`config.mk`:
```
export PLATFORM = sky130hd
export DESIGN_NAME = gen_busy_sb
export DESIGN_NICKNAME = d
export VERILOG_FILES = /design/src/rtl/gen_busy_sb.sv
export SDC_FILE = /design/constraint.sdc
export NUM_CORES = 1
export LEC_CHECK = 0
export ABC_AREA = 1
export CAP_MARGIN = 20
export CORE_MARGIN = 8
export CORE_UTILIZATION = 36
export DETAILED_ROUTE_END_ITERATION = 16
export GPL_TIMING_DRIVEN = 1
export PLACE_DENSITY = 0.6
export SYNTH_ARGS = -nofsm -noshare
export SYNTH_HDL_FRONTEND = slang
export SYNTH_SLANG_ARGS = --single-unit
```
`constraint.sdc`:
```
create_clock -name CLK -period 7.4 [get_ports CLK]
set_clock_uncertainty 0.1 [all_clocks]
set_input_delay 1.85 -clock CLK [delete_from_list [all_inputs] [get_ports CLK]]
set_output_delay 1.85 -clock CLK [all_outputs]
set_load 0.02 [all_outputs]
```
`src/rtl/gen_busy_sb.sv`:
```
// Busy-bit scoreboard: dispatch allocates entries, writeback releases them, flush clears all.
// Optional macro SB_REL_BYPASS_EN forwards a same-cycle release into alloc_ready/query_busy.
module gen_busy_sb #(
  parameter int unsigned NE = 32,
  parameter int unsigned AW = $clog2(NE),
  parameter int unsigned NQ = 2
) (
  input  logic             CLK,
  input  logic             RST,
  input  logic             alloc_valid,
  input  logic [AW-1:0]    alloc_idx,
  output logic             alloc_ready,
  input  logic             release_valid,
  input  logic [AW-1:0]    release_idx,
  input  logic             flush,
  input  logic [NQ*AW-1:0] query_idx,
  output logic [NQ-1:0]    query_busy,
  output logic [NE-1:0]    busy_vec,
  output logic [AW:0]      busy_cnt,
  output logic             err
);

`ifdef SB_REL_BYPASS_EN
  localparam logic RelFwd = 1'b1;
`else
  localparam logic RelFwd = 1'b0;
`endif

  logic [NE-1:0] busy_q, busy_d;
  logic [AW:0]   cnt_q, cnt_d;
  logic          err_q, err_d;

  logic [NE-1:0] rel_mask;
  logic [NE-1:0] fire_mask;
  logic [NE-1:0] eff;
  logic          fire;
  logic          rel_busy;
  logic          rel_bad;

  // Out-of-range indices match no entry, so their masks stay empty.
  always_comb begin
    rel_mask = '0;
    for (int unsigned i = 0; i < NE; i++) begin
      rel_mask[i] = release_valid && (release_idx == AW'(i));
    end
  end

  assign eff = busy_q & ~(rel_mask & {NE{RelFwd}});

  always_comb begin
    alloc_ready = 1'b0;
    for (int unsigned i = 0; i < NE; i++) begin
      if (alloc_idx == AW'(i)) begin
        alloc_ready = ~eff[i];
      end
    end
  end

  always_comb begin
    query_busy = '0;
    for (int unsigned k = 0; k < NQ; k++) begin
      for (int unsigned i = 0; i < NE; i++) begin
        if (query_idx[k*AW +: AW] == AW'(i)) begin
          query_busy[k] = eff[i];
        end
      end
    end
  end

  // A fire under flush is dropped even though alloc_ready is still reported.
  assign fire = alloc_valid & alloc_ready & ~flush;

  always_comb begin
    fire_mask = '0;
    for (int unsigned i = 0; i < NE; i++) begin
      fire_mask[i] = fire && (alloc_idx == AW'(i));
    end
  end

  assign rel_busy = |(rel_mask & busy_q);
  assign rel_bad  = release_valid & ~flush & ~rel_busy;

  always_comb begin
    busy_d = '0;
    cnt_d  = '0;
    if (!flush) begin
      busy_d = (busy_q & ~rel_mask) | fire_mask;
      cnt_d  = cnt_q + (AW+1)'(fire) - (AW+1)'(rel_busy);
    end
    err_d = err_q | rel_bad;
  end

  always_ff @(posedge CLK or posedge RST) begin
    if (RST) begin
      busy_q <= '0;
      cnt_q  <= '0;
      err_q  <= 1'b0;
    end else begin
      busy_q <= busy_d;
      cnt_q  <= cnt_d;
      err_q  <= err_d;
    end
  end

  assign busy_vec = busy_q;
  assign busy_cnt = cnt_q;
  assign err      = err_q;

endmodule

```
==> impl_metrics.tcl <==
set metrics [dict create \
    antenna_found_initial 0 \
    period_share 0.935 \
    setup_viol 0 \
    htree_levels 2 \
    cts.path.max_buffers 2 \
    r2r-start "busy_vec[1]" \
    layout_commonest_cell "nand2_1" \
    core_area_mm2 0.0101 \
    grt_max_degree 40 \
    final_antenna_net_count 0 \
    cp-end-kind "output pin" \
    layout-drive-gt1-share 0.0502 \
    hold_viol 0 \
    area_delta_synth_final_pct 24.1 \
    layout.cells.most_common_list "nand2_1 (138), nor2_1 (100), inv_1 (88)" \
    cts_tree "done" \
    yosysWarnings 0 \
    routed_wl_um 15500 \
    clock-root-buffer "clkbuf_8" \
    ys_ff_latch 39 \
    period_minus_slack_ps 6920 \
    drc_errors 0 \
    rsz0062_at_grt "no" \
    use_met1 0.273 \
    dr.first_iter.drc_count 509 \
    cts_buffers 5 \
    r2r_end "busy_cnt[5]" \
    grt_pass1_wl_um 24700 \
    rows 37 \
    top_usage_layer "met2" \
    min_path_type "flip-flop to flip-flop" \
    powerDensity_mw_per_mm2 124 \
    final-max-slew-violation-count 0 \
    final_cell_count_no_fill 813 \
    first_pass_iters 5 \
    grt.overflow.total 0 \
    yosysSeqAreaShare 0.264 \
    whs_path_depth 1 \
    hp-start "err" \
    vias 4570 \
    fmax_mhz 145 \
    ctsHoldBuffers 0 \
    placed_cells 804 \
    cts.sink_count 39 \
    synth_edf_count 0 \
    total_power_uw 569 \
    cts_setup_buffers 0 \
    synthTopCellsByArea "dfrtp_1 (26%), nand2_1 (14%), nand3_1 (10%), nor2_1 (10%), nand4_1 (9.0%)" \
    via_per_inst 5.62 \
    yosysTopAreaCellShare 0.264 \
    finalInstanceArea_mm2 0.00459 \
    yosysTopAreaCell "dfrtp_1" \
    final_nets 708 \
    ios 67 \
    cap_viol_max_count 0 \
    die_h_um 117 \
    cts_resized 0 \
    grt_pass1_vias 4560 \
    die_area_mm2 0.0138 \
    worst-r2r-cell-count 32 \
    wl_per_cell_um 19.0 \
    diodes 0 \
    outcome "finished clean" \
    startpoint_type "input port" \
    syn_nets 647 \
    io_buffers 66 \
    syn_inst 615 \
    yosys_most_used_dff "dfrtp_1" \
    track_usage 0.223 \
    grtUsageMet2 0.362 \
    required_ps 5450 \
    tns_ps 0 \
    fillers 1081 \
    clkSlewWorstSetupHoldPaths_ps 80 \
    die_w_um 117 \
    start_util 0.365 \
    avgSynthCellArea_um2 6.02 \
    arrival_ps 4970 \
    synth_area_mm2 0.00370 \
    ir_drop_v 0.000102 \
    grt_util_met3 0.0427 \
    tightestPinTransition_ps 593 \
    dpl.hpwl_um 11900 \
    yosys.cell_types.count 37 \
    p_leak_uw 0.00199 \
    synthArstFlopShare 1.00 \
    relSlewSlack 0.602 \
    critical_path_class "input port to output pin" \
    gp_congestion 0.993 \
    whs_endpoint "err" \
    crit_path_max_fanout 5 \
    placed_cell_area_mm2 0.00449 \
    ff2ff_setup_slack_ps 3490 \
    clock_latency_ps 300 \
]
layer usage:
| layer | routed length (µm) | part of all wire | up-vias |
|---|---|---|---|
| li1 | - | - | 2175 |
| met1 | 6570 | 0.42 | 2107 |
| met2 | 6880 | 0.44 | 242 |
| met3 | 1270 | 0.082 | 46 |
| met4 | 762 | 0.049 | 0 |
| met5 | 0 | 0 | - |
cell type report:
type / instances / area (µm²) / area share
clock buffer: 5 / 68.8 / 0.0150
clock inverter: 3 / 15.0 / 0.00327
inverter: 95 / 358 / 0.0779
multi-input combinational: 458 / 2250 / 0.491
sequential: 39 / 976 / 0.212
tap: 136 / 170 / 0.0370
timing repair buffer: 77 / 751 / 0.163
synth_stat cells (2+ instances only):
master	instances
nand2_1	138
nor2_1	101
inv_1	88
nand3_1	77
nand4_1	53
dfrtp_1	39
nor3_1	20
clkbuf_1	14
o21ai_0	10
a21oi_1	9
nor4_1	8
ha_1	6
o22ai_1	6
buf_2	5
o211ai_1	5
o221ai_1	4
buf_6	3
clkinv_1	3
inv_2	3
a2111oi_0	2
a31oi_1	2
nand4_2	2
nor2_2	2
o21bai_1	2
cell families after synthesis:
family	synth area share
AND/OR/NAND/NOR	0.501
buffers and inverters	0.128
flip-flops	0.264
AO/OA/AOI/OAI	0.0767
adder cells (fa/ha/maj)	0.0257
XOR/XNOR	0.00473
critical path, cell delays in order:
cell and delay, ps:
clkdlybuf4s50_1 500, inv_1 100, nor2_1 250, inv_1 130
nor2_1 210, a211oi_1 110, nand2_1 90, nand4_1 100
a21oi_1 150, nand3_1 90, nor3_1 140, nand4_1 120
nand2_1 80, nand4_1 90, nand2_1 80, nand4_1 70
nand2_1 80, nand3_1 60, nand2_1 60, nand4_1 70
clkdlybuf4s50_1 540
flip-flops by register name, summed over array words and instances, names as in the netlist:
register / count
busy_vec: 32
busy_cnt: 6
err: 1
worst max-delay path by stage:
stage	startpoint	end	slack, ps
after floorplan	query_idx[9]	query_busy[1]	1870
after global placement	query_idx[0]	query_busy[0]	510
after detailed placement	query_idx[0]	query_busy[0]	520
after CTS	query_idx[0]	query_busy[0]	500
after global routing	query_idx[0]	query_busy[0]	150
final	query_idx[0]	query_busy[0]	480
through the flow:
step	hold WS, ps	setup WS, ps	utilization
after global placement	366	509	0.443
after global routing	426	150	0.453
after CTS	409	502	0.452
final	400	481	0.453
after detailed placement	379	518	0.443
after floorplan	492	1870	-
where the power goes:
group	switching [µW]	internal, µW	leakage [µW]
logic	119	70.2	0.00141
clock network	82.8	64.7	0.0000477
registers	10.0	222	0.000535
No activity file was read; power rests on OpenSTA's default activity.
